## src/rtl/fpu_pkg.sv

```systemverilog
// Shared FPU unit indices, fflags bit positions and the op-to-unit decode.
// Results retire in issue order; unit indices match the dispatcher's unit_sel encoding.
package fpu_pkg;

  localparam int NUM_FPU_UNITS = 7;
  localparam int FPU_UW        = 3;

  localparam logic [FPU_UW-1:0] FPU_UNIT_ARITH   = 3'd0;
  localparam logic [FPU_UW-1:0] FPU_UNIT_SGN_MOD = 3'd1;
  localparam logic [FPU_UW-1:0] FPU_UNIT_FTOI    = 3'd2;
  localparam logic [FPU_UW-1:0] FPU_UNIT_ITOF    = 3'd3;
  localparam logic [FPU_UW-1:0] FPU_UNIT_CMP     = 3'd4;
  localparam logic [FPU_UW-1:0] FPU_UNIT_SEL     = 3'd5;
  localparam logic [FPU_UW-1:0] FPU_UNIT_CLASS   = 3'd6;

  // fflags layout is {IV,DZ,OF,UF,IE}
  localparam int FFLAG_W  = 5;
  localparam int FFLAG_IV = 4;
  localparam int FFLAG_DZ = 3;
  localparam int FFLAG_OF = 2;
  localparam int FFLAG_UF = 1;
  localparam int FFLAG_IE = 0;

  typedef enum logic [4:0] {
    OP_ADD, OP_SUB, OP_MUL, OP_DIV, OP_SQRT, OP_FMADD,
    OP_SGNJ, OP_SGNJN, OP_SGNJX,
    OP_FCVT_W_S, OP_FCVT_S_W,
    OP_FEQ, OP_FLT, OP_FLE,
    OP_FMIN, OP_FMAX,
    OP_FCLASS
  } fpu_op_t;

  function automatic logic [FPU_UW-1:0] fpu_op_unit(input fpu_op_t op);
    case (op)
      OP_SGNJ, OP_SGNJN, OP_SGNJX: return FPU_UNIT_SGN_MOD;
      OP_FCVT_W_S:                 return FPU_UNIT_FTOI;
      OP_FCVT_S_W:                 return FPU_UNIT_ITOF;
      OP_FEQ, OP_FLT, OP_FLE:      return FPU_UNIT_CMP;
      OP_FMIN, OP_FMAX:            return FPU_UNIT_SEL;
      OP_FCLASS:                   return FPU_UNIT_CLASS;
      default:                     return FPU_UNIT_ARITH;
    endcase
  endfunction

endpackage

```

## src/rtl/fpu_order_fifo.sv

```systemverilog
// Issue-order FIFO of unit indices; push/pop take effect at the next edge, head is combinational.
// Caller must not push when full; flush clears everything and overrides push/pop.
module fpu_order_fifo #(
  parameter int DEPTH = 4,
  parameter int UW    = 3,
  localparam int CW   = $clog2(DEPTH + 1),
  localparam int PW   = $clog2(DEPTH)
) (
  input  logic          clk,
  input  logic          reset,
  input  logic          flush,
  input  logic          push,
  input  logic [UW-1:0] push_data,
  input  logic          pop,
  output logic          full,
  output logic          empty,
  output logic [CW-1:0] count,
  output logic [UW-1:0] head
);

  logic [UW-1:0] mem [DEPTH];
  logic [PW-1:0] wr_ptr;
  logic [PW-1:0] rd_ptr;
  logic          do_push;
  logic          do_pop;

  assign full    = (count == CW'(DEPTH));
  assign empty   = (count == '0);
  assign head    = mem[rd_ptr];
  assign do_push = push && !full;
  assign do_pop  = pop && !empty;

  always_ff @(posedge clk or negedge reset) begin
    if (!reset) begin
      wr_ptr <= '0;
      rd_ptr <= '0;
      count  <= '0;
    end else if (flush) begin
      wr_ptr <= '0;
      rd_ptr <= '0;
      count  <= '0;
    end else begin
      if (do_push) wr_ptr <= wr_ptr + PW'(1);
      if (do_pop)  rd_ptr <= rd_ptr + PW'(1);
      if (do_push && !do_pop)      count <= count + CW'(1);
      else if (do_pop && !do_push) count <= count - CW'(1);
    end
  end

  // Storage needs no reset: entries are only read while count covers them.
  always_ff @(posedge clk) begin
    if (do_push && !flush) mem[wr_ptr] <= push_data;
  end

endmodule

```

## src/rtl/fpu_dispatcher.sv

```systemverilog
// Issues ops to NUM_UNITS FPU units and retires their results in issue order via an order FIFO.
// Issue stalls when the FIFO is full (no same-cycle pop bypass); non-head results are held off.
module fpu_dispatcher
  import fpu_pkg::*;
#(
  parameter int NUM_UNITS = 7,
  parameter int DEPTH     = 4,
  parameter int W         = 32,
  localparam int UW       = (NUM_UNITS > 1) ? $clog2(NUM_UNITS) : 1
) (
  input  logic                       clk,
  input  logic                       reset,
  input  logic                       flush,
  input  logic                       valid_in,
  output logic                       ready_out,
  input  logic [UW-1:0]              unit_sel,
  output logic [NUM_UNITS-1:0]       unit_valid,
  input  logic [NUM_UNITS-1:0]       unit_ready,
  input  logic [NUM_UNITS-1:0]       res_valid,
  output logic [NUM_UNITS-1:0]       res_ready,
  input  logic [NUM_UNITS*W-1:0]     res_data,
  input  logic [NUM_UNITS*FFLAG_W-1:0] res_flags,
  output logic                       valid_out,
  input  logic                       ready_in,
  output logic [W-1:0]               y,
  output logic [FFLAG_W-1:0]         fflags,
  output logic                       busy
);

  localparam int CW = $clog2(DEPTH + 1);

  logic          full;
  logic          empty;
  logic [CW-1:0] count;
  logic [UW-1:0] head;
  logic          sel_ready;
  logic          push;
  logic          pop;

  always_comb begin
    sel_ready  = 1'b0;
    unit_valid = '0;
    for (int i = 0; i < NUM_UNITS; i++) begin
      if (unit_sel == UW'(i)) begin
        sel_ready     = unit_ready[i];
        unit_valid[i] = valid_in && !full && !flush;
      end
    end
  end

  assign ready_out = !full && !flush && sel_ready;
  assign push      = valid_in && ready_out;

  always_comb begin
    valid_out = 1'b0;
    y         = '0;
    fflags    = '0;
    res_ready = '0;
    for (int i = 0; i < NUM_UNITS; i++) begin
      if (!empty && (head == UW'(i))) begin
        valid_out    = res_valid[i] && !flush;
        y            = res_data[i*W +: W];
        fflags       = res_flags[i*FFLAG_W +: FFLAG_W];
        res_ready[i] = ready_in && !flush;
      end
    end
  end

  assign pop  = valid_out && ready_in;
  assign busy = (count != '0);

  fpu_order_fifo #(
    .DEPTH (DEPTH),
    .UW    (UW)
  ) u_order_fifo (
    .clk       (clk),
    .reset     (reset),
    .flush     (flush),
    .push      (push),
    .push_data (unit_sel),
    .pop       (pop),
    .full      (full),
    .empty     (empty),
    .count     (count),
    .head      (head)
  );

endmodule

```

## config.mk

```make
export PLATFORM = sky130hd
export DESIGN_NAME = fpu_dispatcher
export DESIGN_NICKNAME = d
export VERILOG_FILES = /design/src/rtl/fpu_pkg.sv /design/src/rtl/fpu_order_fifo.sv /design/src/rtl/fpu_dispatcher.sv
export SDC_FILE = /design/constraint.sdc
export NUM_CORES = 1
export LEC_CHECK = 0
export BUFFER_PORTS_ARGS = -buffer_cell sky130_fd_sc_hd__buf_2
export CORE_AREA = 2 2 130 132
export DETAILED_ROUTE_END_ITERATION = 10
export DIE_AREA = 0 0 132 134
export PLACE_DENSITY = 0.58
export SLEW_MARGIN = 0
export SYNTH_ARGS = -nofsm -noshare
export SYNTH_HDL_FRONTEND = slang
export SYNTH_HIERARCHICAL = 1
export SYNTH_SLANG_ARGS = --single-unit
export TNS_END_PERCENT = 50
```

## constraint.sdc

```tcl
create_clock -name clk -period 3.3 [get_ports clk]
set_input_delay 0.165 -clock clk [delete_from_list [all_inputs] [get_ports clk]]
set_output_delay 0.165 -clock clk [all_outputs]
set_load 0.005 [all_outputs]
```

==> reports/metrics.cfg, run 1 <==
[outcome]
status=finished with violations
violations=negative setup slack

[setup_path]
r2r-start=u_order_fifo/rd_ptr[0]
reg2reg_slack_ps=-7
crit_required_ps=3480
worstSetupPathType=flip-flop to flip-flop
reg2reg_depth=12
reg2reg_to=u_order_fifo/count[2]
cp_max_fo=5
critical_path.endpoint_type=flip-flop
worstSetupStartpointType=flip-flop
cp_data_arrival_time_ps=3490

[drt]
drt_iter0_drc=281
wirelength_um=18900
met1_length_um=8050
postRouteAntennaNets=0
dr_wl_met3_um=1030
first_pass_iters=4
wl_per_cell_um=17.9
via_per_inst=5.08
vias=5354
wl_met2_um=9560
post-route-drc-count=0
highest_layer=met4

[logic_synthesis]
synth_seq_cells=19
synth_cell_types=63
syn_area_um2=4030
ys.flop_type=edfxtp_1
synth-edff-count=12
avgSynthCellArea_um2=7.84
syn_nets=800
synthCells=514
async_reset_ff_share_pct=36.8
ys_seq_area_share_pct=13.3
yosysWarnings=6

[placed_design]
hpwl_um=15000
gp_congestion=0.855
io_buffers=334
place_area_um2=5970

[timing]
timing.final.crit_share_pct=100
worst_slack_ps=-7.22
clock_skew_ps=2.62
setup_viol=1
fmaxAchievable_mhz=302
fin_crit_ps=3310
rsz0062_at_grt=true
tightest_slew_ps=545
hold_viol=0
slew_headroom_pct=63.6
final-max-slew-violation-count=0

[pwr]
leakage_nw=2.88
p_seq_share_pct=23.6
power_density_nw_per_um2=180
switching_share_pct=35.0
p_comb_share_pct=53.7
power_mw=1.10
p_sw_uw=387
clock_power_share_pct=22.7
p_int_uw=718
vdd_ir_drop_max_v=0.000158

[cells_and_area]
drive_above_1_share_pct=53.7
diodes=0
finish.instance_area_um2=6120
final_cell_mix=buf_2, nand2b_1, a21oi_1, buf_4
area_growth_pct=52.1
final_nets=1120
final_util_pct=37.6
final_common_cell=buf_2

[cts]
htree_levels=1
clkLatencyLatePin_ps=250
cts-root-buf=clkbuf_16
clk_pin_slew_ps=60
cts_tree=done
cts_buffer_depth=2
numCtsBuffers=3
cts_sinks=19

[min_path]
whs_path_depth=1
hp-class=input pin to flip-flop
holdCritStartpoint=unit_sel[0]
worstHoldEndpoint=u_order_fifo/mem[1][0]

[floorplanning]
die_h_um=134
fp.coreArea_um2=16300
io_pins=335
start_util_pct=24.7
die_w_um=132
die_area_um2=17700
fp-row-count=47

[global_routing]
antenna_found_initial=0
grt_max_degree=78
overflow=0
grt_pass1_vias=5119
grtUsageTotal_pct=19.8
grt_pass1_wl_um=28200

[job]
max_cap_viol_count=0

==> Yosys cell counts (2+ instances only) <==
cell type	count	area (um2)
nand2b_1	42	263
a2bb2oi_2	10	150
buf_4	5	37.5
nor4_1	2	12.5
o2bb2ai_2	10	150
or2_2	3	18.8
a21oi_1	39	195
a2bb2oi_1	10	87.6
o2bb2ai_1	9	78.8
o21ai_0	19	95.1
edfxtp_1	12	360
a22oi_1	17	128
o22ai_2	10	125
ha_1	4	50.1
nor2_1	24	90.1
xor2_1	2	17.5
mux2i_1	23	230
buf_1	4	15.0
or3b_1	2	17.5
o21ai_1	12	60.1
nand3b_1	22	165
clkbuf_1	21	78.8
buf_2	21	105
nand3_1	4	20.0
mux4_2	3	67.6
dfrtp_1	7	175
o21ai_2	10	87.6
and2_1	4	25.0
inv_1	21	78.8
nor3_1	27	135
o22ai_1	27	169
buf_6	7	78.8
mux2_4	3	45.0
a31oi_1	20	125
a221oi_1	17	149
a22o_1	2	17.5
or3_1	4	25.0
inv_2	2	7.51
nand2_1	4	15.0
nor2b_1	6	37.5
==> final cells by class <==
| cell class | count | area, um2 |
|---|---|---|
| clock buffer | 3 | 75.1 |
| clock inverter | 1 | 7.51 |
| fill | 1752 | 10200 |
| inverter | 23 | 86.3 |
| multi-input combinational | 413 | 3140 |
| sequential | 19 | 537 |
| tap | 220 | 275 |
| timing repair buffer | 374 | 2000 |
==> worst max path at each step <==
stage / slack [ps] / from / to / cells after the start
2_1_floorplan: -40 / u_order_fifo/rd_ptr[0] / u_order_fifo/count[2] / 14
3_3_place_gp: -50 / u_order_fifo/rd_ptr[0] / u_order_fifo/count[2] / 13
3_5_place_dp: -100 / u_order_fifo/rd_ptr[0] / u_order_fifo/count[2] / 13
4_1_cts: -40 / u_order_fifo/rd_ptr[0] / u_order_fifo/count[2] / 13
5_1_grt: -140 / u_order_fifo/rd_ptr[0] / u_order_fifo/count[2] / 13
6_report: -7 / u_order_fifo/rd_ptr[0] / u_order_fifo/count[2] / 12
==> flip-flops by register name (all words and copies together), names as in the netlist <==
register             count
u_order_fifo/count       3
u_order_fifo/rd_ptr      2
u_order_fifo/mem        12
u_order_fifo/wr_ptr      2
==> critical path, cell delays in order (launching register included) <==
cell and delay (ps):
dfrtp_2 400, mux4_4 700, nand2b_4 190, a21oi_2 190, nor2_2 80, nor4b_2 250
buf_4 160, o21ai_2 60, and3_4 170, fa_2 360, a21bo_2 210, a311oi_2 260
o311a_1 210
==> timing repair <==
item	CTS	global route
hold endpoints to repair	7	0
setup endpoints to repair	10	11
gates resized for setup	5	6
buffers inserted	2	0
pin swaps	7	4
hold buffers	1	0
==> per-stage QoR <==
step / hold WS [ps] / setup TNS (ps) / instances / setup WS [ps]
detailed placement: 23.8 / -97.8 / 1046 / -97.8
CTS: 251 / -40.4 / 1053 / -40.4
finish: 242 / -7.22 / 1053 / -7.22
global placement: 24.4 / -54.4 / 1046 / -54.4
floorplan: -131 / -44.0 / 514 / -44.0
global route: 261 / -144 / 1053 / -144
==> layer usage <==
| metal | global-route usage, % | vias up |
|---|---|---|
| li1 | - | 2627 |
| met1 | 25.9 | 2478 |
| met2 | 35.9 | 235 |
| met3 | 2.04 | 14 |
| met4 | 2.90 | 0 |
| met5 | 0 | - |
==> logic make-up after synthesis <==
logic type	share of synthesized area (%)
xor+xnor	0.435
mux	8.51
flops	13.3
simple gates	23.3
fa+ha+maj	1.74
buf+inv	10.1
compound gates	42.6
==> power groups by stage <==
stage	registers, mW	clock network, mW	logic (mW)
after floorplan	0.266	0	0.294
after global placement	0.266	0	0.582
after detailed placement	0.266	0	0.587
after CTS	0.261	0.256	0.593
after global routing	0.261	0.267	0.648
final	0.261	0.251	0.593
Power figures use the tool's default switching activity.
==> run 2: changes to the inputs <==
--- a/config.mk
+++ b/config.mk
@@ -15,4 +15,4 @@
 export SYNTH_HDL_FRONTEND = slang
 export SYNTH_HIERARCHICAL = 1
 export SYNTH_SLANG_ARGS = --single-unit
-export TNS_END_PERCENT = 50
+export TNS_END_PERCENT = 5
==> reports/metrics.cfg, run 2 (synthesized netlist as in run 1, its figures left out) <==
[drt]
drt_iter0_drc=288
first_pass_iters=5
via_per_inst=5.06
wl_per_cell_um=17.9
postRouteAntennaNets=0
wl_met2_um=9530
vias=5326
wirelength_um=18800
post-route-drc-count=0
highest_layer=met4
met1_length_um=7970
dr_wl_met3_um=1060

[pwr]
p_sw_uw=387
switching_share_pct=35.0
clock_power_share_pct=22.8
p_comb_share_pct=53.6
power_density_nw_per_um2=180
p_int_uw=717
p_seq_share_pct=23.7
power_mw=1.10
leakage_nw=2.87
vdd_ir_drop_max_v=0.000158

[cts]
cts-root-buf=clkbuf_16
clkLatencyLatePin_ps=250
htree_levels=1
numCtsBuffers=3
cts_tree=done
clk_pin_slew_ps=60
cts_buffer_depth=2
cts_sinks=19

[setup_path]
critical-path-slowest-cell=mux4_4
path_cells=mux4_4, nand2b_4, a21oi_2, nor2_2, nor4b_2, buf_4, o21ai_2, and3_4, fa_2, a21bo_2, a311oi_2, o311a_1
critical_path.endpoint_type=flip-flop
crit_required_ps=3480
cp_data_arrival_time_ps=3470
cp_max_fo=5
worstSetupPathType=flip-flop to flip-flop
worstSetupStartpointType=flip-flop
critPathMaxStageDelay_ps=700

[cells_and_area]
regMostFlops=u_order_fifo/mem
diodes=0
final_common_cell=buf_2
area_growth_pct=51.8
final_nets=1120
final_cell_mix=buf_2, nand2b_1, a21oi_1, buf_4
drive_above_1_share_pct=53.7
largest_reg_flops=12
top_regs=u_order_fifo/mem: 12 flops, u_order_fifo/count: 3 flops

[floorplanning]
io_pins=335
die_area_um2=17700
fp.coreArea_um2=16300
fp-row-count=47
die_w_um=132
die_h_um=134
start_util_pct=24.7

[timing]
fin_setup_tns_ps=0
slew_headroom_pct=63.9
fmaxAchievable_mhz=305
setup_viol=0
final-max-slew-violation-count=0
hold_viol=0
timing.final.crit_share_pct=99.4
clock_skew_ps=2.91
rsz0062_at_grt=true
fin_crit_ps=3280
tightest_slew_ps=541
timing.hold.ws_ps=242

[global_routing]
overflow=0
grt_pass1_wl_um=28200
grtUsageTotal_pct=19.8
antenna_found_initial=0
grt_pass1_vias=5119
grt_max_degree=78

[min_path]
hp-class=input pin to flip-flop

[placed_design]
hpwl_um=15000
gp_congestion=0.855
io_buffers=334

[job]
max_cap_viol_count=0

[outcome]
status=completed

run 2: changes by cell type in the layout (fill, tap and decap cells not counted):
| cell | change |
|---|---|
| buf_6 | +1 |
| buf_12 | -1 |
run 2: power groups by stage:
stage               Clock (mW)  Sequential (mW)  Combinational [mW]
floorplan                    0            0.266               0.294
global placement             0            0.266               0.582
detailed placement           0            0.266               0.587
CTS                      0.256            0.261               0.593
global route             0.267            0.261               0.647
finish                   0.251            0.261               0.591
run 2: final timing paths:
check,startpoint,endpoint,slack [ps],depth (start not counted)
min,unit_sel[0],u_order_fifo/mem[1][0],240,1
min in group asynchronous,reset,u_order_fifo/wr_ptr[0],290,2
max reg2reg,u_order_fifo/rd_ptr[0],u_order_fifo/count[2],20,12
min reg2reg,u_order_fifo/wr_ptr[1],u_order_fifo/wr_ptr[1],610,2
max in group asynchronous,reset,u_order_fifo/rd_ptr[0],2820,2
max,u_order_fifo/rd_ptr[0],u_order_fifo/count[2],20,12
run 2: through the flow:
step / area [um2] / cells / setup slack [ps] / utilization, %
finish: 6120 / 1053 / 18.2 / 37.5
global route: 6120 / 1053 / -121 / 37.5
CTS: 6100 / 1053 / -40.4 / 37.5
detailed placement: 5970 / 1046 / -97.8 / 36.7
global placement: 5970 / 1046 / -54.4 / 36.7
floorplan: 4060 / 514 / -44.0 / -
run 2: critical path, delay by kind of cell, from the launching register on:
| family | cells | cell delay [ps] |
|---|---|---|
| AOI/OAI and AO/OA | 5 | 920 |
| muxes | 1 | 700 |
| adders and majority gates | 1 | 360 |
| buffers and inverters | 1 | 160 |
| DFF | 1 | 400 |
| and+or+nand+nor | 4 | 680 |
run 2: layout make-up:
type / instances / area (um2)
clock buffers: 3 / 75.1
fillers: 1756 / 10200
inverters: 23 / 86.3
clock inverters: 1 / 7.51
multi-input cells: 413 / 3140
repair buffers: 374 / 1990
well taps: 220 / 275
flip-flops and latches: 19 / 537
run 2: what timing repair did:
action,CTS,global route
endpoints found under the hold margin,7,0
pin swaps,7,4
hold buffers,1,0
resized for setup,5,3
setup endpoints to repair,10,11
setup buffers,2,0
run 2: routing by layer:
metal  track usage, %  up-vias
met5                0        -
met4             2.90        0
met3             2.04       16
met2             35.9      230
met1             25.9     2452
li1                 -     2628
